==> src/rtl/dqs_rx_pkg.sv <==
// dqs_rx_pkg: shared types and constants for the DQS read-detect receive path.
// Latency: n/a (declarations only).
// Backpressure: n/a.
package dqs_rx_pkg;

   // Deserialization ratio: DQS samples delivered per parallel clock.
   localparam int SAMPLE_W = 4;

   // Burst toggle patterns, bit0 earliest in time.
   localparam logic [SAMPLE_W-1:0] PAT_EVEN = 4'b0101;
   localparam logic [SAMPLE_W-1:0] PAT_ODD  = 4'b1010;

   typedef enum logic [1:0] {
      S_IDLE  = 2'd0,
      S_WAIT  = 2'd1,
      S_BURST = 2'd2,
      S_DONE  = 2'd3
   } state_t;

endpackage

==> src/rtl/dqs_edge_find.sv <==
// dqs_edge_find: locates the earliest 0->1 DQS transition in one parallel cycle.
// Latency: purely combinational.
// Backpressure: none.
// Ports: prev_bit3 (latest sample of the previous cycle), samples (bit0 earliest),
//        found (an edge exists), p (sample index of the first '1' at that edge),
//        alt_ok (samples p..3 alternate 1,0,1,0 starting at p).
module dqs_edge_find
   import dqs_rx_pkg::*;
(
   input  logic                prev_bit3,
   input  logic [SAMPLE_W-1:0] samples,
   output logic                found,
   output logic [1:0]          p,
   output logic                alt_ok
);

   logic [SAMPLE_W-1:0] rise;
   logic [SAMPLE_W-1:0] want;
   logic [SAMPLE_W-1:0] mask;

   always_comb begin
      // Each bit compared with its predecessor in time; bit0's predecessor
      // is the last sample of the previous cycle.
      rise  = samples & ~{samples[SAMPLE_W-2:0], prev_bit3};
      found = 1'b0;
      p     = 2'd0;
      // Scan from the latest sample down so the earliest edge wins.
      for (int i = SAMPLE_W - 1; i >= 0; i--) begin
         if (rise[i]) begin
            found = 1'b1;
            p     = 2'(i);
         end
      end
      // Aligning the even pattern at p gives 1,0,1,0 from bit p upward;
      // bits below p are ignored.
      want   = PAT_EVEN << p;
      mask   = {SAMPLE_W{1'b1}} << p;
      alt_ok = ((samples ^ want) & mask) == '0;
   end

endmodule

==> src/rtl/dqs_read_detect.sv <==
// dqs_read_detect: finds the first DQS rising edge after a read, reports latency/phase, checks burst toggling.
// Latency: done pulses latency+BURST_CYCLES+1 cycles after start, or TIMEOUT+1 on timeout.
// Backpressure: none; start outside IDLE is dropped.
// Ports: clk, rst (async, active high), start (read issued pulse), dqs_samples (bit0 earliest),
//        busy, data_valid (burst window), phase/latency (held), done (pulse),
//        timeout_err/pattern_err (held until the next accepted start).
module dqs_read_detect
   import dqs_rx_pkg::*;
#(
   parameter int TIMEOUT      = 31,
   parameter int LAT_WIDTH    = 5,
   parameter int BURST_CYCLES = 2
)(
   input  logic                 clk,
   input  logic                 rst,
   input  logic                 start,
   input  logic [3:0]           dqs_samples,
   output logic                 busy,
   output logic                 data_valid,
   output logic [1:0]           phase,
   output logic [LAT_WIDTH-1:0] latency,
   output logic                 done,
   output logic                 timeout_err,
   output logic                 pattern_err
);

   localparam int BCNT_W = $clog2(BURST_CYCLES + 1);
   localparam logic [LAT_WIDTH-1:0] TIMEOUT_C = LAT_WIDTH'(TIMEOUT);
   localparam logic [BCNT_W-1:0]    BURST_C   = BCNT_W'(BURST_CYCLES);

   state_t               state_q, state_d;
   logic [LAT_WIDTH-1:0] cnt_q, cnt_d;
   logic [BCNT_W-1:0]    bcnt_q, bcnt_d;
   logic [1:0]           phase_q, phase_d;
   logic [LAT_WIDTH-1:0] lat_q, lat_d;
   logic                 terr_q, terr_d;
   logic                 perr_q, perr_d;
   logic                 prev_bit3_q;

   logic                 edge_found;
   logic [1:0]           edge_p;
   logic                 edge_alt_ok;
   logic [3:0]           burst_pat;

   dqs_edge_find u_edge_find (
      .prev_bit3 (prev_bit3_q),
      .samples   (dqs_samples),
      .found     (edge_found),
      .p         (edge_p),
      .alt_ok    (edge_alt_ok)
   );

   // After an edge at phase p the detection cycle ends on bit3 = p[0],
   // so the burst opens on the opposite level.
   assign burst_pat = phase_q[0] ? PAT_ODD : PAT_EVEN;

   always_comb begin
      state_d = state_q;
      cnt_d   = cnt_q;
      bcnt_d  = bcnt_q;
      phase_d = phase_q;
      lat_d   = lat_q;
      terr_d  = terr_q;
      perr_d  = perr_q;
      case (state_q)
         S_IDLE: begin
            if (start) begin
               state_d = S_WAIT;
               cnt_d   = LAT_WIDTH'(1);
               terr_d  = 1'b0;
               perr_d  = 1'b0;
            end
         end
         S_WAIT: begin
            // An edge in the final permitted cycle still counts as success.
            if (edge_found) begin
               lat_d   = cnt_q;
               phase_d = edge_p;
               bcnt_d  = BCNT_W'(1);
               state_d = S_BURST;
               if (!edge_alt_ok) perr_d = 1'b1;
            end else if (cnt_q == TIMEOUT_C) begin
               terr_d  = 1'b1;
               state_d = S_DONE;
            end else begin
               cnt_d = cnt_q + LAT_WIDTH'(1);
            end
         end
         S_BURST: begin
            if (dqs_samples != burst_pat) perr_d = 1'b1;
            if (bcnt_q == BURST_C) state_d = S_DONE;
            else                   bcnt_d  = bcnt_q + BCNT_W'(1);
         end
         S_DONE: begin
            state_d = S_IDLE;
         end
         default: begin
            state_d = S_IDLE;
         end
      endcase
   end

   always_ff @(posedge clk or posedge rst) begin
      if (rst) begin
         state_q     <= S_IDLE;
         cnt_q       <= '0;
         bcnt_q      <= '0;
         phase_q     <= '0;
         lat_q       <= '0;
         terr_q      <= 1'b0;
         perr_q      <= 1'b0;
         prev_bit3_q <= 1'b1;
      end else begin
         state_q     <= state_d;
         cnt_q       <= cnt_d;
         bcnt_q      <= bcnt_d;
         phase_q     <= phase_d;
         lat_q       <= lat_d;
         terr_q      <= terr_d;
         perr_q      <= perr_d;
         prev_bit3_q <= dqs_samples[3];
      end
   end

   assign busy        = (state_q != S_IDLE);
   assign data_valid  = (state_q == S_BURST);
   assign done        = (state_q == S_DONE);
   assign phase       = phase_q;
   assign latency     = lat_q;
   assign timeout_err = terr_q;
   assign pattern_err = perr_q;

endmodule

==> config.mk <==
export PLATFORM = sky130hd
export DESIGN_NAME = dqs_read_detect
export DESIGN_NICKNAME = d
export VERILOG_FILES = /design/src/rtl/dqs_rx_pkg.sv /design/src/rtl/dqs_edge_find.sv /design/src/rtl/dqs_read_detect.sv
export SDC_FILE = /design/constraint.sdc
export NUM_CORES = 1
export LEC_CHECK = 0
export CAP_MARGIN = 20
export CORE_UTILIZATION = 33
export CTS_CLUSTER_SIZE = 28
export DETAILED_ROUTE_END_ITERATION = 6
export PLACE_DENSITY = 0.64
export SETUP_SLACK_MARGIN = 0.2
export SLEW_MARGIN = 20
export SYNTH_ARGS = -nofsm -noshare
export SYNTH_HDL_FRONTEND = slang
export SYNTH_HIERARCHICAL = 1
export SYNTH_SLANG_ARGS = --single-unit
==> constraint.sdc <==
create_clock -name clk -period 2.2 [get_ports clk]
set_input_delay 0.44 -clock clk [delete_from_list [all_inputs] [get_ports clk]]
set_output_delay 0.44 -clock clk [all_outputs]
set_load 0.01 [all_outputs]
Yosys cells after proc, flatten, opt, wreduce, memory -nomap -nowiden --
Cells that the tools add are included.
Cells by class: reduce and logical (&&, ||, !) cells 12, shifts and indexed selects 2, equal/unequal tests 16, bitwise logic cells 4, $add $sub $neg 2, multiplexer cells 29
Operators by type and width (count):
- $mux 2 | 10
- $mux 5 | 3
- $ne 2x2->1 const B | 7
- $mux 1 | 10
- $pmux 5 s2 | 1
- $and 4x4->4 | 2
- $pmux 2 s4 | 1
- $reduce_and 4->1 | 2
- $eq 2x2->1 const B | 3
- $reduce_and 3->1 | 2
- $reduce_bool 2->1 | 3
- $add 5x1->5 const B | 1
- $eq 5x5->1 const B | 1
- $reduce_and 5->1 | 1
- $logic_not 4->1 | 1
- $mux 4 | 1
- $ne 2x1->1 const B | 2
- $ne 4x4->1 | 1
- $not 4->4 | 1
- $pmux 2 s2 | 1
- $shl 3x2->4 const A | 1
- $shl 4x2->4 const A | 1
- $xor 4x4->4 | 1
- $ne 3x3->1 const B | 1
- other kinds (7) | 7
Storage, ports and cells: logic and storage cells 73, input bits 7, flip-flop bits (word level) 19, output and inout port bits 12

Logic depth before layout (Yosys ltp) --
Gate-level depths: netlist of run 1.
depth in word-level cells 13, gate-level depth with buffers 7, gate-level depth less buffers 7

By module --
Netlist of run 1, hierarchy kept.
Modules (own cells, without submodules):
- dqs_read_detect | instances 1, area each 1014.7 um^2, cells each 93
- dqs_edge_find | instances 1, area each 73.8 um^2, cells each 14

Worst setup path before layout of run 1 --
No wires, ideal clock.
path kind register to register, start register cnt_q[0], end register cnt_q[2], cell stages (with the launch flop) 7, slack 0.393 ns, data required time 2.076 ns, arrival time 1.683 ns, clock period less this slack 1.807 ns, cells stage by stage dfrtp_1 -> ha_1 -> and3_1 -> ha_1 -> nor3b_4 -> o21ai_0 -> a211o_1
On the way: word-level cells in the longest chain between the ends 4
RTL lines:
- start, declared | RTL line dqs_read_detect.sv:32 | logic [LAT_WIDTH-1:0] cnt_q, cnt_d;
- start signal, assigned | RTL line dqs_read_detect.sv:115 | cnt_q <= cnt_d;
- $add 5x1->5 | RTL line dqs_read_detect.sv:86 | cnt_d = cnt_q + LAT_WIDTH'(1);
- $mux 5 | RTL line dqs_read_detect.sv:82 | end else if (cnt_q == TIMEOUT_C) begin
- $mux 5 | RTL line dqs_read_detect.sv:76 | if (edge_found) begin
- $pmux 5 s2 | RTL line dqs_read_detect.sv:65 | case (state_q)
Several ways; a longest one is shown, not always the timed one. The select of a mux whose other input is x is not followed. A chain may end at the register's enable or synchronous reset.

Worst setup path after layout of run 1 --
Ends and elaborated chain as after synthesis.

==> results.toml, run 1 <==
[synth]
synth_top_area_cell = "dfrtp_1"
synth_edf_count = 0
syn_nets = 121
synth_ff_type = "dfrtp_1"
yosysMostFrequentCell = "dfrtp_1"
synth.area.top_cells = "dfrtp_1, mux2_2, ha_1, nand2_1, inv_1"
synthCells = 107
yosys-top-cells-count = "dfrtp_1, nand2_1, inv_1, mux2_2, ha_1"
synth_top_cell_area_share = 0.4138
ys_ff_latch = 19
async_flop_share = 1.000
ys_seq_area_frac = 0.4379
synth_cell_types = 36
ys_warn_count = 6
syn_area_um2 = 1089
avgSynthCellArea_um2 = 10.17

[drt]
dr.pass1.iters = 3
vias = 898
vias_per_cell = 4.880
remaining_drc_errors = 0
first_iter_violations = 13
wl_met3_um = 47
met1Wirelength_um = 1062
dr_wl_met2_um = 1098
postRouteWirelength_um = 2257
drtAntennaViolNets = 0
routedWlPerCell_um = 12.27
routed.top_layer = "met4"

[final_layout]
drive_gt1_frac = 0.2571
design_area_um2 = 1440
diodes = 0
fin_nets = 155
final_util = 0.4641
area_growth_pct = 32.30
fin_cells = 184

[cts]
cts_buffers = 3
clkLatencyLatePin_ns = 0.31
cts_tree = "built"
cts_hold_buf = 0
cts_root_buf = "clkbuf_4"
cts_max_path_buffers = 2
cts.sinks = 19
cts_max_level = 1
path_clk_slew_ns = 0.12

[setup_path]
cp-start-kind = "register"
timing.rr.start = "cnt_q[0]"
worstSetupEndpointType = "register"
arrival_ns = 2.13
required_ns = 2.41
worstReg2RegEnd = "cnt_q[2]"
crit_fanout = 5
path_class = "reg -> reg"
crit_start = "cnt_q[0]"
reg2reg_depth = 7
reg2reg_slack_ns = 0.28

[timing]
fin_crit_ns = 1.923
period_share = 0.8739
fmax_ghz = 0.5201
hold_violations = 0
rsz0062_at_grt = "true"
fin_skew_ns = 0.001543
setup_viol = 0
postLayoutSetupSlackWorst_ns = 0.2773
worst_slew_pin_slew_ns = 0.3361
drv_slew = 0
slew_headroom = 0.7754
hold_slack_ns = 0.4404

[pwr]
clkPwrFrac = 0.119
p_switching_uw = 597.1
power_frac_seq = 0.343
ir_drop_mv = 0.4165
p_per_area_nw_per_um2 = 1103
combPwrFrac = 0.539
power.static_leakage_uw = 0.0006938
intPower_uw = 991.9
swShare = 0.3758

[status]
status = "complete, no violations"

[place]
post_dp_cell_area_um2 = 1371
gp_congestion = 0.8273
hpwl_um = 1674
portBuffers = 18
place_ws_ns = -0.07753
placed_cells = 175

[floorplanning]
fp.dieArea_um2 = 3533
io_pins = 19
initial_utilization = 0.3508
rows = 20
die_x_um = 59.44
core_area_um2 = 3103
fp.dieH_um = 59.44

[grt]
grt_pass1_wl_um = 3760
grt.overflow.total = 0
grt_pass1_vias = 840
grt_max_degree = 20
gr-usage-all-layers = 0.1412
antenna_found_initial = 0

[worst_hold_path]
worstHoldPathType = "in -> async"

[run]
cap_violations = 0
metrics by stage:
| stage | total power, uW | TNS (ns) |
|---|---|---|
| floorplan | 1070 | 0 |
| finish | 1589 | 0 |
| global placement | 1350 | -0.02110 |
| global route | 1715 | 0 |
| CTS | 1585 | 0 |
| detailed placement | 1375 | -0.1000 |
worst max-delay path: stages (launching register included):
cell	delay, ns
dfrtp_1	0.44
ha_1	0.25
and3_1	0.19
ha_1	0.23
nor3b_4	0.21
buf_4	0.15
o21ai_0	0.07
a211o_1	0.29
sequential cells by signal, indices dropped and copies added, names as in the netlist:
name and count:
phase 2, state_q 2, prev_bit3_q 1, cnt_q 5, pattern_err 1, latency 5
bcnt_q 2, timeout_err 1
worst max path at each step:
stage	end	slack (ns)	depth (start not counted)
after floorplan	cnt_q[2]	0.39	6
after global placement	cnt_q[2]	-0.02	8
after detailed placement	cnt_q[2]	-0.08	7
after CTS	done	0.17	3
after global routing	cnt_q[2]	0.18	8
final	cnt_q[2]	0.28	7
cells by family after synthesis:
| logic type | after synthesis | share of synthesized area |
|---|---|---|
| adder cells (fa/ha/maj) | 7 | 0.08046 |
| AND/OR/NAND/NOR | 36 | 0.1989 |
| XOR/XNOR | 1 | 0.008047 |
| buffers and inverters | 12 | 0.04597 |
| AO/OA/AOI/OAI | 22 | 0.1264 |
| multiplexers | 10 | 0.1023 |
| flip-flops | 19 | 0.4379 |
timing repair:
item                       CTS  global route
pin swaps                    0             1
gates resized for setup      4             2
setup endpoints to repair    2             5
buffers inserted             2             3
metal layers:
metal  track usage  up-vias
li1              -      443
met1        0.1821      439
met2        0.2392       11
met3       0.01310        5
met4       0.06122        0
met5             0        -
layout make-up:
type                            instances  area, um^2
Tap cell                               44       55.05
Inverter                               10       37.54
Timing Repair Buffer                   31       277.8
Multi-Input combinational cell         76       564.3
Clock buffer                            3       22.52
Clock inverter                          1       5.005
Fill cell                             305        1663
Sequential cell                        19       478.0
power by group through the flow:
stage | combinational [uW] | sequential [uW] | clock (uW)
detailed placement | 814 | 561 | 0
global route | 948 | 557 | 210
floorplan | 499 | 571 | 0
CTS | 846 | 544 | 195
finish | 856 | 544 | 189
global placement | 795 | 555 | 0
placed cells by master (no fill, tap or decap), types with 3 or more instances in the layout:
cell type        Yosys  final
ha_1                 7      6
inv_1                9      9
buf_4                1     13
nand2b_1             3      3
nor2b_1              3      3
a21oi_1              6      6
o21ai_0              6      5
clkbuf_4             0      3
mux2_2               9      9
dfrtp_1             18     17
nor2_1               3      3
nand3_1              3      3
nand2_1             11     11
clkdlybuf4s50_1      0     15
No activity file was read; power rests on OpenSTA's default activity.
==> run 2: changes to the inputs <==
- CELL_PAD_IN_SITES_DETAIL_PLACEMENT: not set -> 0
- CELL_PAD_IN_SITES_GLOBAL_PLACEMENT: not set -> 1
- PLACE_DENSITY: 0.64 -> 0.77
==> run 2 against run 1 <==
Worst setup slack gained 0.012 ns. Via count shrank 1.2%. Sequential power is essentially flat. Count of clock-buffer cells in the layout is the same. Sequential cell count is the same. Register-to-register slack gained 0.03 ns. Clock skew grew 0.0073 ns.
==> results.toml, run 2 (synthesized netlist as in run 1, its figures left out) <==
[timing]
fin_crit_ns = 1.910
slew_headroom = 0.8118
drv_slew = 0
setup_viol = 0
fin_skew_ns = 0.008798
hold_violations = 0
fmax_ghz = 0.5235
worst_slew_pin_slew_ns = 0.2823
postLayoutSetupSlackWorst_ns = 0.2898
period_share = 0.8683
rsz0062_at_grt = "false"

[cts]
cts_buffers = 3
cts_hold_buf = 0
clkLatencyLatePin_ns = 0.30
path_clk_slew_ns = 0.12
cts.sinks = 19
cts_max_level = 1
cts_tree = "built"
cts_max_path_buffers = 2
cts_root_buf = "clkbuf_4"

[grt]
grt.overflow.total = 0
grt_pass1_vias = 898
grt_pass1_wl_um = 3822
gr-usage-all-layers = 0.1439
grt_max_degree = 20
antenna_found_initial = 0

[place]
hpwl_um = 1720
place_ws_ns = -0.02351
portBuffers = 18
gp_congestion = 0.8127

[setup_path]
worstSetupEndpointType = "register"
cp-start-kind = "input pin"
crit_fanout = 8
required_ns = 2.39
reg2reg_slack_ns = 0.31
cpPeakStageDelay_ns = 0.53
path_class = "in -> reg"
timing.rr.start = "cnt_q[0]"
worstReg2RegEnd = "cnt_q[2]"
worst-path-buf-inv = 3
arrival_ns = 2.10
cpMaxStageDelayCell = "clkdlybuf4s50_1"
worstPathCellList = "clkdlybuf4s50_1 > nand2_1 > o21ai_0 > a2bb2oi_1 > buf_4 > nor3b_4 > buf_4 > o21ai_0 > a211o_1"
reg2reg_depth = 7
crit_family = "buffers and inverters"

[pwr]
ir_drop_mv = 0.3258
power.static_leakage_uw = 0.0006948
power_frac_seq = 0.343
p_per_area_nw_per_um2 = 1097
intPower_uw = 1004
clkPwrFrac = 0.113
swShare = 0.3659
total_power_uw = 1584
combPwrFrac = 0.544
p_switching_uw = 579.6

[drt]
first_iter_violations = 19
vias_per_cell = 4.847
routedWlPerCell_um = 12.11
dr.pass1.iters = 4
postRouteWirelength_um = 2216
drtAntennaViolNets = 0
vias = 887
remaining_drc_errors = 0

[floorplanning]
io_pins = 19
rows = 20
initial_utilization = 0.3508
core_area_um2 = 3103
die_x_um = 59.44
fp.dieArea_um2 = 3533
fp.dieH_um = 59.44

[worst_hold_path]
worstHoldPathType = "in -> async"

[final_layout]
area_growth_pct = 32.64
fin_nets = 154
mostFrequentLayoutCell = "dfrtp_1"
layout_common_cells = "dfrtp_1, clkdlybuf4s50_1, nand2_1, buf_4"
drive_gt1_frac = 0.2446
diodes = 0
fillers = 316

[run]
cap_violations = 0

[status]
status = "complete, no violations"
-- run 2: cell types whose count changed in the layout (fill, tap and decap cells not counted) --
cell     before  now
buf_12        0    1
buf_4        13   11
dfrtp_1      17   18
dfrtp_2       1    0
o21ai_0       5    6
o21ai_1       1    0
-- run 2: worst max path at each step --
| stage | from | slack (ns) | cells after the start | to |
|---|---|---|---|---|
| 3_5_place_dp | dqs_samples[0] | -0.02 | 9 | cnt_q[2] |
| 2_1_floorplan | cnt_q[0] | 0.39 | 6 | cnt_q[2] |
| 3_3_place_gp | dqs_samples[2] | 0.02 | 8 | cnt_q[2] |
| 5_1_grt | dqs_samples[2] | 0.21 | 8 | cnt_q[2] |
| 6_report | dqs_samples[0] | 0.29 | 9 | cnt_q[2] |
| 4_1_cts | state_q[0] | 0.21 | 3 | done |
-- run 2: power by group through the flow --
stage | combinational, uW | clock, uW | sequential [uW]
final | 862 | 180 | 543
after global placement | 830 | 0 | 554
after CTS | 881 | 194 | 544
after global routing | 967 | 206 | 560
after floorplan | 499 | 0 | 571
after detailed placement | 850 | 0 | 563
-- run 2: area by class of cell --
cell class,count,area (um^2),share of cell area
clock inverter,1,5.005,0.003466
sequential,19,476.7,0.3302
clock buffer,3,22.52,0.01560
tap,44,55.05,0.03813
multi-input combinational,76,564.3,0.3908
timing repair buffer,30,282.8,0.1958
inverter,10,37.54,0.02600
-- run 2: metal layers --
layer / GRT usage / vias to the layer above / part of all wire
met3: 0.01310 / 2 / 0.017
met5: 0 / - / 0
met2: 0.2536 / 10 / 0.52
met1: 0.1723 / 436 / 0.45
met4: 0.07483 / 0 / 0.012
li1: - / 439 / -
-- run 2: through the flow --
stage | utilization | std cells | hold slack [ns] | TNS [ns] | area, um^2
floorplan | - | 107 | 0.3904 | 0 | 1089
global placement | 0.4508 | 177 | 0.4866 | 0 | 1399
detailed placement | 0.4508 | 177 | 0.4923 | -0.02920 | 1399
CTS | 0.4645 | 183 | 0.4463 | 0 | 1441
global route | 0.4653 | 183 | 0.4490 | 0 | 1444
finish | 0.4653 | 183 | 0.4490 | 0 | 1444
-- run 2: worst reg2reg max path: cells and delay by family (launching register included) --
family,cells,cell delay [ns]
AOI/OAI and AO/OA,2,0.38
and+or+nand+nor,2,0.35
DFF,1,0.43
buffers and inverters,1,0.17
adders and majority gates,2,0.46
-- run 2: repair_timing --
item / 4_1_cts / 5_1_grt
buffers inserted: 2 / 0
endpoints found under the setup margin: 2 / 1
gates cloned: 0 / 0
gates resized for setup: 3 / 1
